--- src/rtl/hazard_stall_ctrl.sv ---
// Load-use stall / branch flush / memory freeze controller for a 5-stage pipeline.
// Drives per-stage enables and bubble controls, and keeps saturating event counters.
module hazard_stall_ctrl #(
  parameter int LOAD_LATENCY = 1,
  parameter int CNT_W        = 16
) (
  input  logic             CLK,
  input  logic             RESET,
  input  logic [4:0]       ID_RS1,
  input  logic [4:0]       ID_RS2,
  input  logic             ID_USES_RS1,
  input  logic             ID_USES_RS2,
  input  logic [4:0]       EX_RD,
  input  logic [2:0]       EX_MEM_READ,
  input  logic             EX_REG_WRITE,
  input  logic             BRANCH_TAKEN,
  input  logic             DMEM_BUSY,
  input  logic             IMEM_BUSY,
  output logic             PC_EN,
  output logic             IFID_EN,
  output logic             IFID_FLUSH,
  output logic             IDEX_EN,
  output logic             IDEX_BUBBLE,
  output logic             EXMEM_EN,
  output logic             MEMWB_EN,
  output logic             STATE,
  output logic [CNT_W-1:0] STALL_COUNT,
  output logic [CNT_W-1:0] FLUSH_COUNT,
  output logic [CNT_W-1:0] FREEZE_COUNT
);

  typedef enum logic {RUN = 1'b0, LOAD_STALL = 1'b1} state_t;

  localparam logic [1:0] REM_INIT = 2'(LOAD_LATENCY - 1);

  state_t                     state_q, state_d;
  logic [1:0]                 rem_q, rem_d;
  logic                       haz;
  // index 0 = stall, 1 = flush, 2 = freeze
  logic [2:0]                 inc;
  logic [2:0][CNT_W-1:0]      cnt_q;

  assign haz = (EX_MEM_READ != 3'd0) && EX_REG_WRITE && (EX_RD != 5'd0) &&
               ((ID_USES_RS1 && (ID_RS1 == EX_RD)) || (ID_USES_RS2 && (ID_RS2 == EX_RD)));

  always_comb begin
    PC_EN       = 1'b1;
    IFID_EN     = 1'b1;
    IFID_FLUSH  = 1'b0;
    IDEX_EN     = 1'b1;
    IDEX_BUBBLE = 1'b0;
    EXMEM_EN    = 1'b1;
    MEMWB_EN    = 1'b1;
    state_d     = state_q;
    rem_d       = rem_q;
    inc         = 3'b000;
    if (!RESET) begin
      PC_EN       = 1'b0;
      IFID_EN     = 1'b0;
      IFID_FLUSH  = 1'b1;
      IDEX_EN     = 1'b0;
      IDEX_BUBBLE = 1'b1;
      EXMEM_EN    = 1'b0;
      MEMWB_EN    = 1'b0;
      state_d     = RUN;
      rem_d       = 2'd0;
    end else if (DMEM_BUSY) begin
      PC_EN    = 1'b0;
      IFID_EN  = 1'b0;
      IDEX_EN  = 1'b0;
      EXMEM_EN = 1'b0;
      MEMWB_EN = 1'b0;
      inc[2]   = 1'b1;
    end else if (BRANCH_TAKEN) begin
      // wrong-path instructions in IF/ID and ID become NOPs; pending load bubbles are moot
      IFID_FLUSH  = 1'b1;
      IDEX_BUBBLE = 1'b1;
      state_d     = RUN;
      rem_d       = 2'd0;
      inc[1]      = 1'b1;
    end else if ((state_q == RUN && haz) || state_q == LOAD_STALL) begin
      PC_EN       = 1'b0;
      IFID_EN     = 1'b0;
      IDEX_BUBBLE = 1'b1;
      inc[0]      = 1'b1;
      if (state_q == RUN) begin
        if (LOAD_LATENCY > 1) begin
          state_d = LOAD_STALL;
          rem_d   = REM_INIT;
        end
      end else if (rem_q == 2'd1) begin
        state_d = RUN;
        rem_d   = 2'd0;
      end else begin
        rem_d = rem_q - 2'd1;
      end
    end else if (IMEM_BUSY) begin
      PC_EN      = 1'b0;
      IFID_FLUSH = 1'b1;
    end
  end

  always_ff @(posedge CLK) begin
    if (!RESET) begin
      state_q <= RUN;
      rem_q   <= 2'd0;
      cnt_q   <= '0;
    end else begin
      state_q <= state_d;
      rem_q   <= rem_d;
      for (int i = 0; i < 3; i++)
        if (inc[i] && (cnt_q[i] != {CNT_W{1'b1}}))
          cnt_q[i] <= cnt_q[i] + CNT_W'(1);
    end
  end

  assign STATE        = (state_q == LOAD_STALL);
  assign STALL_COUNT  = cnt_q[0];
  assign FLUSH_COUNT  = cnt_q[1];
  assign FREEZE_COUNT = cnt_q[2];

endmodule

--- config.mk ---
export PLATFORM = sky130hd
export DESIGN_NAME = hazard_stall_ctrl
export DESIGN_NICKNAME = d
export VERILOG_FILES = /design/src/rtl/hazard_stall_ctrl.sv
export SDC_FILE = /design/constraint.sdc
export NUM_CORES = 1
export LEC_CHECK = 0
export ABC_AREA = 1
export BUFFER_PORTS_ARGS = -buffer_cell sky130_fd_sc_hd__buf_4
export CAP_MARGIN = 20
export CORE_MARGIN = 2
export CORE_UTILIZATION = 25
export DETAILED_ROUTE_END_ITERATION = 7
export SYNTH_ARGS = -nofsm -noshare
export SYNTH_HDL_FRONTEND = slang
export SYNTH_SLANG_ARGS = --single-unit
--- constraint.sdc ---
create_clock -name CLK -period 1.78 [get_ports CLK]
set_input_delay 0.089 -clock CLK [delete_from_list [all_inputs] [get_ports CLK]]
set_output_delay 0.089 -clock CLK [all_outputs]
set_load 0.02 [all_outputs]
==> results.ini, run 1 <==
[outcome]
outcome=finished clean

[clocking]
clock_insertion_delay_worst_skew_ns=0.29
root_buffer=clkbuf_16
cts_tree=yes
hold_buffers=0
clkSlewWorstSetupHoldPaths_ns=0.07
h-tree-depth=2
cts_made_buffers=5
clk_path_buf_depth=2
cts_sinks=51

[placed_design]
pre_cts_ws_ns=0.00543
dp_hpwl_um=6620
io_buffers=81
gp_congestion=0.887
dp.cells=694

[timing]
period_needed_ns=1.74
whs_ns=0.140
worst_slew_pin_slew_ns=0.404
fin_ws_ns=0.0434
setup_viol=0
max_slew_margin_pct=72.9
drv_slew=0
finalCritPeriodShare_pct=97.6
rsz0062_at_grt=true
hold_viol_final=0
worst_clock_skew_ns=0.00770
clock.fmax_mhz=576

[layout]
final_cell_mix=110 x nand2_1, 108 x buf_4, 50 x inv_1, 47 x dfxtp_1, 43 x nor2_1
final_cells=711
final_common_cell=nand2_1
antennaDiodeCount=0
area_growth_pct=38.3
fin_nets=593
drive_above_1_share_pct=29.4

[floorplan]
ios=82
die_h_um=115
dieArea_mm2=0.0132
rows=40
initial_core_util_pct=25.6
core_region_area_mm2=0.0120
fp.dieW_um=115

[synthesis]
syn_inst=458
synth_cell_types=39
synthDominantCellAreaShare_pct=33.1
ys_seq_area_share_pct=33.1
syn_area_per_cell_um2=6.73
ys_ff_latch=51
synth_area_leaders=dfxtp_1 33%, nand2_1 14%, inv_1 6.2%
syn-num-nets=488
yosysWarnings=0
synth_area_mm2=0.00308
synth_top_area_cell=dfxtp_1

[pwr]
ir_drop_uv=458
p_per_area_mw_per_mm2=597
p_leak_nw=1.84
finalPower_w=0.00255

[worst_setup_path]
start_kind=flip-flop
critPathKind=reg -> reg
cp.arrival_ns=1.89
rr_endpoint=FREEZE_COUNT[12]
ff2ff_setup_slack_ns=0.04
crit_fanout=5
required_ns=1.94
reg2reg_depth=11
end_kind=flip-flop
r2r_start=FREEZE_COUNT[0]

[min_path]
whs_path_depth=3
holdCritPathClass=in -> reg
hold_path_end=rem_q[0]
hold_path_startpoint=BRANCH_TAKEN

[global_route]
grt_pass1_vias=3179
grt_use_total_pct=12.9
antenna_found_initial=0
use_met3_pct=2.42
use_met1_pct=15.8
busiest_layer=met2
met2_usage_pct=22.7
grt_pass1_wl_um=14100
grt_max_degree=29
gr-total-overflow=0

[routing]
drtIter0Drc=135
wl_um=8890
drc_errors=0
antenna_left=0
drt_first_pass_iters=4
routedWlPerCell_um=12.5
vias=3308
routed_via_density=4.65

[job]
max_cap_violations=0

[sequential cells by signal, indices dropped and copies added, names as in the netlist]
signal        cells
STALL_COUNT      16
STATE             1
rem_q             2
FREEZE_COUNT     16
FLUSH_COUNT      16
[worst max-delay path by stage]
| stage | start | to | slack, ns |
|---|---|---|---|
| 5_1_grt | FREEZE_COUNT[0] | FREEZE_COUNT[12] | -0.07 |
| 2_1_floorplan | STALL_COUNT[0] | STALL_COUNT[10] | 0.002 |
| 3_3_place_gp | FREEZE_COUNT[0] | FREEZE_COUNT[6] | 0.1 |
| 4_1_cts | FREEZE_COUNT[0] | FREEZE_COUNT[6] | 0.02 |
| 3_5_place_dp | FREEZE_COUNT[0] | FREEZE_COUNT[6] | 0.005 |
| 6_report | FREEZE_COUNT[0] | FREEZE_COUNT[12] | 0.04 |
[layout make-up]
type / count / area, µm²
inverter: 59 / 226
tap: 147 / 184
clock buffer: 6 / 139
multi-input combinational: 336 / 1810
fill: 1289 / 7750
clock inverter: 2 / 35.0
sequential: 51 / 1030
timing repair buffer: 110 / 833
[worst max-delay path, stage by stage, from the launching register on]
cell and delay [ns]:
dfxtp_4 0.37, ha_4 0.15, nand2_4 0.06, nor3_4 0.17
nand3_2 0.12, nor3_2 0.20, nor2_2 0.07, nand2_2 0.14
clkinv_4 0.09, buf_6 0.13, nand2_1 0.06, a21oi_1 0.05
[cell usage after synthesis]
cell type / n
a211oi_1: 1
a21oi_1: 32
a21oi_2: 8
a21oi_4: 1
a31oi_1: 1
and3_1: 2
buf_1: 1
buf_2: 3
buf_4: 3
buf_8: 1
clkbuf_1: 5
dfxtp_1: 51
ha_1: 4
inv_1: 51
inv_2: 8
nand2_1: 113
nand2_2: 6
nand3_1: 26
nand3_2: 1
nand4_1: 21
nand4_4: 1
nor2_1: 44
nor2_2: 4
nor2_4: 1
nor3_1: 10
nor3_2: 2
nor3_4: 2
nor3b_1: 1
nor4_1: 4
o211a_1: 1
o211ai_1: 1
o21a_1: 1
o21ai_0: 9
o21ai_1: 13
o21bai_1: 1
o31ai_1: 1
or2_1: 1
xnor2_1: 8
xor2_1: 14
[timing repair]
item,4_1_cts,5_1_grt
endpoints found under the setup margin,1,32
setup buffers,0,8
pin swaps,0,5
hold endpoints to repair,0,0
resized for setup,1,18
cloned,0,1
[where the power goes]
group,total (W),internal (W),switching (W)
clock network,0.00112,0.000700,0.000419
registers,0.00116,0.00115,0.00000875
logic,0.000267,0.000115,0.000152
total,0.00255,0.00197,0.000580
[through the flow]
| step | TNS, ns | utilization (%) | cell area [µm²] |
|---|---|---|---|
| global route | -0.688 | 35.5 | 4260 |
| finish | 0 | 35.5 | 4260 |
| global placement | 0 | 33.0 | 3960 |
| detailed placement | 0 | 33.0 | 3960 |
| floorplan | 0 | - | 3080 |
| CTS | 0 | 34.4 | 4140 |
[routing by layer]
metal  share of wire, %  vias up  wire (µm)
li1                   -     1709          -
met1                 45     1497       3980
met2                 49       92       4390
met3                4.5       10        399
met4                1.4        0        120
met5                  0        -          0
[kinds of logic after synthesis]
group                      synth area share [%]
DFF                                        33.1
and+or+nand+nor                            36.0
xor gates and xnor gates                   6.26
AOI/OAI and AO/OA                          13.3
buffers and inverters                      9.63
adders and majority gates                  1.62
Power figures use the tool's default switching activity.
==> run 2, diff against run 1 <==
--- a/config.mk
+++ b/config.mk
@@ -11,6 +11,7 @@
 export CORE_MARGIN = 2
 export CORE_UTILIZATION = 25
 export DETAILED_ROUTE_END_ITERATION = 7
+export REMOVE_ABC_BUFFERS = 1
 export SYNTH_ARGS = -nofsm -noshare
 export SYNTH_HDL_FRONTEND = slang
 export SYNTH_SLANG_ARGS = --single-unit
==> results.ini, run 2 (synthesis gave the netlist of run 1 again) <==
[floorplan]
dieArea_mm2=0.0132  ; unchanged
initial_core_util_pct=25.6  ; unchanged
fp.dieW_um=115  ; unchanged
ios=82  ; unchanged
rows=40  ; unchanged
core_region_area_mm2=0.0120  ; unchanged
die_h_um=115  ; unchanged

[routing]
wl_um=9110  ; +2.5%
drc_errors=0  ; unchanged
drt_first_pass_iters=4  ; unchanged
routedWlPerCell_um=13.0  ; +4.0%
vias=3276  ; -0.97%
drtIter0Drc=104  ; -23%
routed_via_density=4.67  ; +0.45%
antenna_left=0  ; unchanged

[timing]
worst_slew_pin_slew_ns=0.371  ; -0.0326 ns
hold_viol_final=0  ; unchanged
period_needed_ns=1.69  ; -0.0499 ns
worst_clock_skew_ns=0.00686  ; -0.000844 ns
clock.fmax_mhz=593  ; +3.0%
fin_ws_ns=0.0934  ; +0.0499 ns
drv_slew=0  ; unchanged
setup_viol=0  ; unchanged
rsz0062_at_grt=true
finalCritPeriodShare_pct=94.8  ; -2.8 points
max_slew_margin_pct=75.3  ; +2.4 points

[placed_design]
pre_cts_ws_ns=0.0536  ; +0.0482 ns
dp_hpwl_um=6760  ; +2.1%
io_buffers=81  ; unchanged
dp.cells=691  ; -0.43%
gp_congestion=0.854  ; -3.8%

[pwr]
ir_drop_uv=316  ; -31%
clkPwrFrac_pct=40.3  ; -3.7 points
power.switching_w=0.000593  ; +2.3%
pwr-share-seq_pct=48.8  ; +3.3 points
comb_power_share_pct=10.9  ; +0.4 points
p_per_area_mw_per_mm2=571  ; -4.4%
p_leak_nw=1.78  ; -3.5%
finalPower_w=0.00237  ; -6.9%
switching_share_pct=25.0  ; +2.3 points
p_int_w=0.00178  ; -9.6%

[clocking]
root_buffer=clkbuf_16
h-tree-depth=2  ; unchanged
clkSlewWorstSetupHoldPaths_ns=0.07  ; about the same
cts_sinks=51  ; unchanged
clock_insertion_delay_worst_skew_ns=0.29  ; about the same
cts_made_buffers=5  ; unchanged
clk_path_buf_depth=2  ; unchanged
cts_tree=yes

[worst_setup_path]
critPathKind=reg -> reg
start_kind=flip-flop
cp.arrival_ns=1.87  ; -0.02 ns
end_kind=flip-flop
crit_fanout=9  ; +4
required_ns=1.97  ; +0.03 ns

[global_route]
grt_pass1_wl_um=14700  ; +4.2%
grt_max_degree=29  ; unchanged
grt_pass1_vias=3140  ; -1.2%
antenna_found_initial=0  ; unchanged
grt_use_total_pct=13.4  ; +0.52 points
gr-total-overflow=0  ; unchanged

[layout]
area_growth_pct=34.7
seqCellArea_mm2=0.00102  ; -0.73%
final_common_cell=nand2_1
antennaDiodeCount=0  ; unchanged
fin_nets=583  ; -1.7%
final_cells=701  ; -1.4%
n_fill_cell=1321  ; +2.5%
multi_input_area_mm2=0.00181  ; -0.14%
final_cell_mix=110 x nand2_1, 98 x buf_4, 51 x dfxtp_1, 51 x inv_1, 43 x nor2_1
drive_above_1_share_pct=26.9  ; -2.5 points
final_util_pct=34.5  ; -0.93 points

[outcome]
outcome=finished clean

[min_path]
holdCritPathClass=in -> reg

[job]
max_cap_violations=0  ; unchanged

[run 2: worst paths after layout]
kind | start | endpoint | slack [ns] | cells past startpoint
setup reg to reg | FREEZE_COUNT[1] | FREEZE_COUNT[9] | 0.09 | 11
hold reg to reg | rem_q[1] | rem_q[1] | 0.47 | 2
hold / removal | BRANCH_TAKEN | rem_q[0] | 0.15 | 3
setup / recovery | FREEZE_COUNT[1] | FREEZE_COUNT[9] | 0.09 | 11
[run 2: stage by stage]
stage	setup TNS, ns	hold slack (ns)	area (µm²)
finish	0	0.151	4150
global route	-0.201	0.164	4150
CTS	0	0.145	4090
detailed placement	0	0.453	3950
global placement	0	0.431	3950
floorplan	-4.62	0.209	3010
[run 2: critical path: stages, from the launching register on]
cell and delay, ns:
dfxtp_1 0.35, ha_2 0.21, nand2_2 0.08, nor3_4 0.14, nand3_2 0.13, nor3_4 0.22
nor2_4 0.08, nand2_4 0.09, buf_6 0.13, o21ai_1 0.06, nand3_1 0.06, inv_1 0.04
[run 2: power groups by stage]
| stage | registers [W] | logic [W] | clock network [W] |
|---|---|---|---|
| final | 0.00116 | 0.000257 | 0.000955 |
| after global routing | 0.00116 | 0.000287 | 0.00104 |
| after CTS | 0.00116 | 0.000253 | 0.000997 |
| after detailed placement | 0.00118 | 0.000252 | 0 |
| after global placement | 0.00118 | 0.000248 | 0 |
| after floorplan | 0.00119 | 0.000110 | 0 |
[run 2: cell type report]
cell class | count | share of cell area [%]
Clock inverter | 2 | 0.302
Multi-Input combinational cell | 336 | 43.7
Inverter | 59 | 5.40
Timing Repair Buffer | 100 | 18.5
Sequential cell | 51 | 24.6
Tap cell | 147 | 4.43
Clock buffer | 6 | 3.11
[run 2: per-layer routing]
metal  global-route usage, %  share of wire (%)  up-vias
met4                    3.45               0.70        0
met1                    17.2                 47     1511
met2                    23.0                 47       65
met5                       0                  0        -
met3                    2.85                4.9        6
li1                        -                  -     1694
[run 2: repair_timing]
action                                  in CTS  in global routing
setup buffers                                0                  1
endpoints found under the setup margin       0                 32
hold buffers                                 0                  0
gates resized for setup                      0                 12
==> run 3, diff against run 2 <==
==> constraint.sdc (replaced) <==
create_clock -name CLK -period 1.78 [get_ports CLK]
set_input_delay 0.445 -clock CLK [delete_from_list [all_inputs] [get_ports CLK]]
set_output_delay 0.445 -clock CLK [all_outputs]
set_load 0.02 [all_outputs]
==> results.ini, run 3 (synthesis gave the netlist of run 1 again) <==
[outcome]
outcome=finished, violations left
violations=negative setup slack

[worst_setup_path]
end_kind=output port
ff2ff_setup_slack_ns=0.11  ; +0.02 ns
cp.arrival_ns=1.50  ; -0.37 ns
r2r_start=FREEZE_COUNT[1]
critPathKind=in -> out
start_kind=input pin
critPathLaunch=ID_RS2[4]
crit_fanout=3  ; -6
required_ns=1.33  ; -0.64 ns

[global_route]
antenna_found_initial=0  ; unchanged
gr-total-overflow=0  ; unchanged
use_met1_pct=18.3  ; +1.1 points
grt_pass1_wl_um=14500  ; -0.99%
grt_max_degree=26  ; -10%
grt_pass1_vias=3084  ; -1.8%
busiest_layer=met2
met2_usage_pct=21.6  ; -1.4 points
grt_use_total_pct=13.4  ; -0.024 points
use_met3_pct=2.69  ; -0.16 points

[min_path]
holdCritPathClass=reg -> reg
hold_path_startpoint=STATE

[timing]
clock.fmax_mhz=514  ; -13%
worst_clock_skew_ns=0.0103  ; +0.00340 ns
whs_ns=0.471  ; +0.320 ns
fin_ws_ns=-0.164  ; -0.257 ns
finalSetupTns_ns=-0.472  ; -0.472 ns
rsz0062_at_grt=true
max_slew_margin_pct=76.7  ; +1.4 points
drv_slew=0  ; unchanged
hold_viol_final=0  ; unchanged
finalCritPeriodShare_pct=109  ; +14 points
setup_viol=4  ; +4
worst_slew_pin_slew_ns=0.350  ; -0.0212 ns
period_needed_ns=1.94  ; +0.257 ns

[routing]
wl_um=9030  ; -0.87%
drt_first_pass_iters=5  ; +1
drtIter0Drc=170  ; +63%
drc_errors=0  ; unchanged
routedWlPerCell_um=12.6  ; -3.2%
routed_via_density=4.72  ; +0.91%
antenna_left=0  ; unchanged
vias=3386  ; +3.4%

[pwr]
ir_drop_uv=332  ; +5.1%
p_per_area_mw_per_mm2=588  ; +3.0%
comb_power_share_pct=12.0  ; +1.1 points
clkPwrFrac_pct=44.0  ; +3.7 points
switching_share_pct=24.0  ; -1.1 points
power.switching_w=0.000631  ; +6.3%
p_leak_nw=1.90  ; +6.9%
p_int_w=0.00200  ; +13%
pwr-share-seq_pct=44.0  ; -4.8 points
finalPower_w=0.00263  ; +11%

[floorplan]
die_h_um=115  ; unchanged
rows=40  ; unchanged
dieArea_mm2=0.0132  ; unchanged
initial_core_util_pct=25.6  ; unchanged
fp.dieW_um=115  ; unchanged
core_region_area_mm2=0.0120  ; unchanged
ios=82  ; unchanged

[clocking]
clk_path_buf_depth=2  ; unchanged
cts_made_buffers=5  ; unchanged
clkSlewWorstSetupHoldPaths_ns=0.07  ; about the same
cts_sinks=51  ; unchanged
hold_buffers=0  ; unchanged
cts_tree=yes
clock_insertion_delay_worst_skew_ns=0.30  ; about the same
h-tree-depth=2  ; unchanged
root_buffer=clkbuf_16

[job]
max_cap_violations=0  ; unchanged

[layout]
drive_above_1_share_pct=35.6  ; +8.7 points
final_util_pct=37.3  ; +2.7 points
area_growth_pct=45.3
final_cells=718  ; +2.4%
fin_nets=600  ; +2.9%
antennaDiodeCount=0  ; unchanged
final_cell_mix=104 x buf_4, 92 x nand2_1, 48 x dfxtp_1, 46 x inv_1, 41 x nor2_1
final_common_cell=buf_4

[placed_design]
gp_congestion=0.860  ; +0.67%
dp.cells=704  ; +1.9%
io_buffers=81  ; unchanged
dp_hpwl_um=6740  ; -0.36%

run 3: changes by cell type in the layout (fill, tap and decap cells not counted), moves of 5 or more:
cell     before  now
nand2_1     110   92
nand2_2       8   26
buf_4        98  104
inv_4         1    6
inv_1        51   46
buf_6         1   10
run 3: final cells by class:
cell class,instances,area [µm²]
fill,1271,7540
multi-input combinational,336,1910
sequential,51,1020
timing repair buffer,117,938
inverter,59,236
tap,147,184
clock buffer,6,139
clock inverter,2,38.8
run 3: critical path: stages:
cell	delay [ns]
buf_4	0.12
nand2_2	0.07
nand2_2	0.06
nor2_4	0.11
nand3_2	0.08
nand2_2	0.09
nand2_4	0.07
buf_6	0.12
a21oi_4	0.13
o21ai_2	0.08
buf_6	0.14
run 3: path summary, 6_finish.rpt:
path / endpoint / cells past startpoint
worst min register to register: STATE / 2
worst max-delay path: IFID_FLUSH / 11
worst min-delay path: STATE / 2
worst max register to register: FREEZE_COUNT[9] / 12
run 3: power groups by stage:
| stage | clock network, W | logic, W | registers (W) |
|---|---|---|---|
| finish | 0.00116 | 0.000316 | 0.00116 |
| global route | 0.00124 | 0.000347 | 0.00116 |
| CTS | 0.00119 | 0.000290 | 0.00116 |
| detailed placement | 0 | 0.000268 | 0.00118 |
| global placement | 0 | 0.000264 | 0.00118 |
| floorplan | 0 | 0.000110 | 0.00119 |
run 3: metal layers:
metal | routed length [µm] | vias up
met2 | 4180 | 104
met1 | 4280 | 1550
li1 | - | 1726
met4 | 70 | 0
met5 | 0 | -
met3 | 504 | 6
run 3: timing repair:
item / CTS / global route
endpoints found under the setup margin: 4 / 41
pin swaps: 16 / 25
setup buffers: 2 / 3
cloned: 0 / 1
resized for setup: 29 / 41
run 3: per-stage QoR:
step	instance area [µm²]	worst slack [ns]
after floorplan	3010	-0.924
after global placement	4030	-0.293
after detailed placement	4030	-0.283
after CTS	4310	-0.225
after global routing	4480	-0.249
final	4480	-0.164
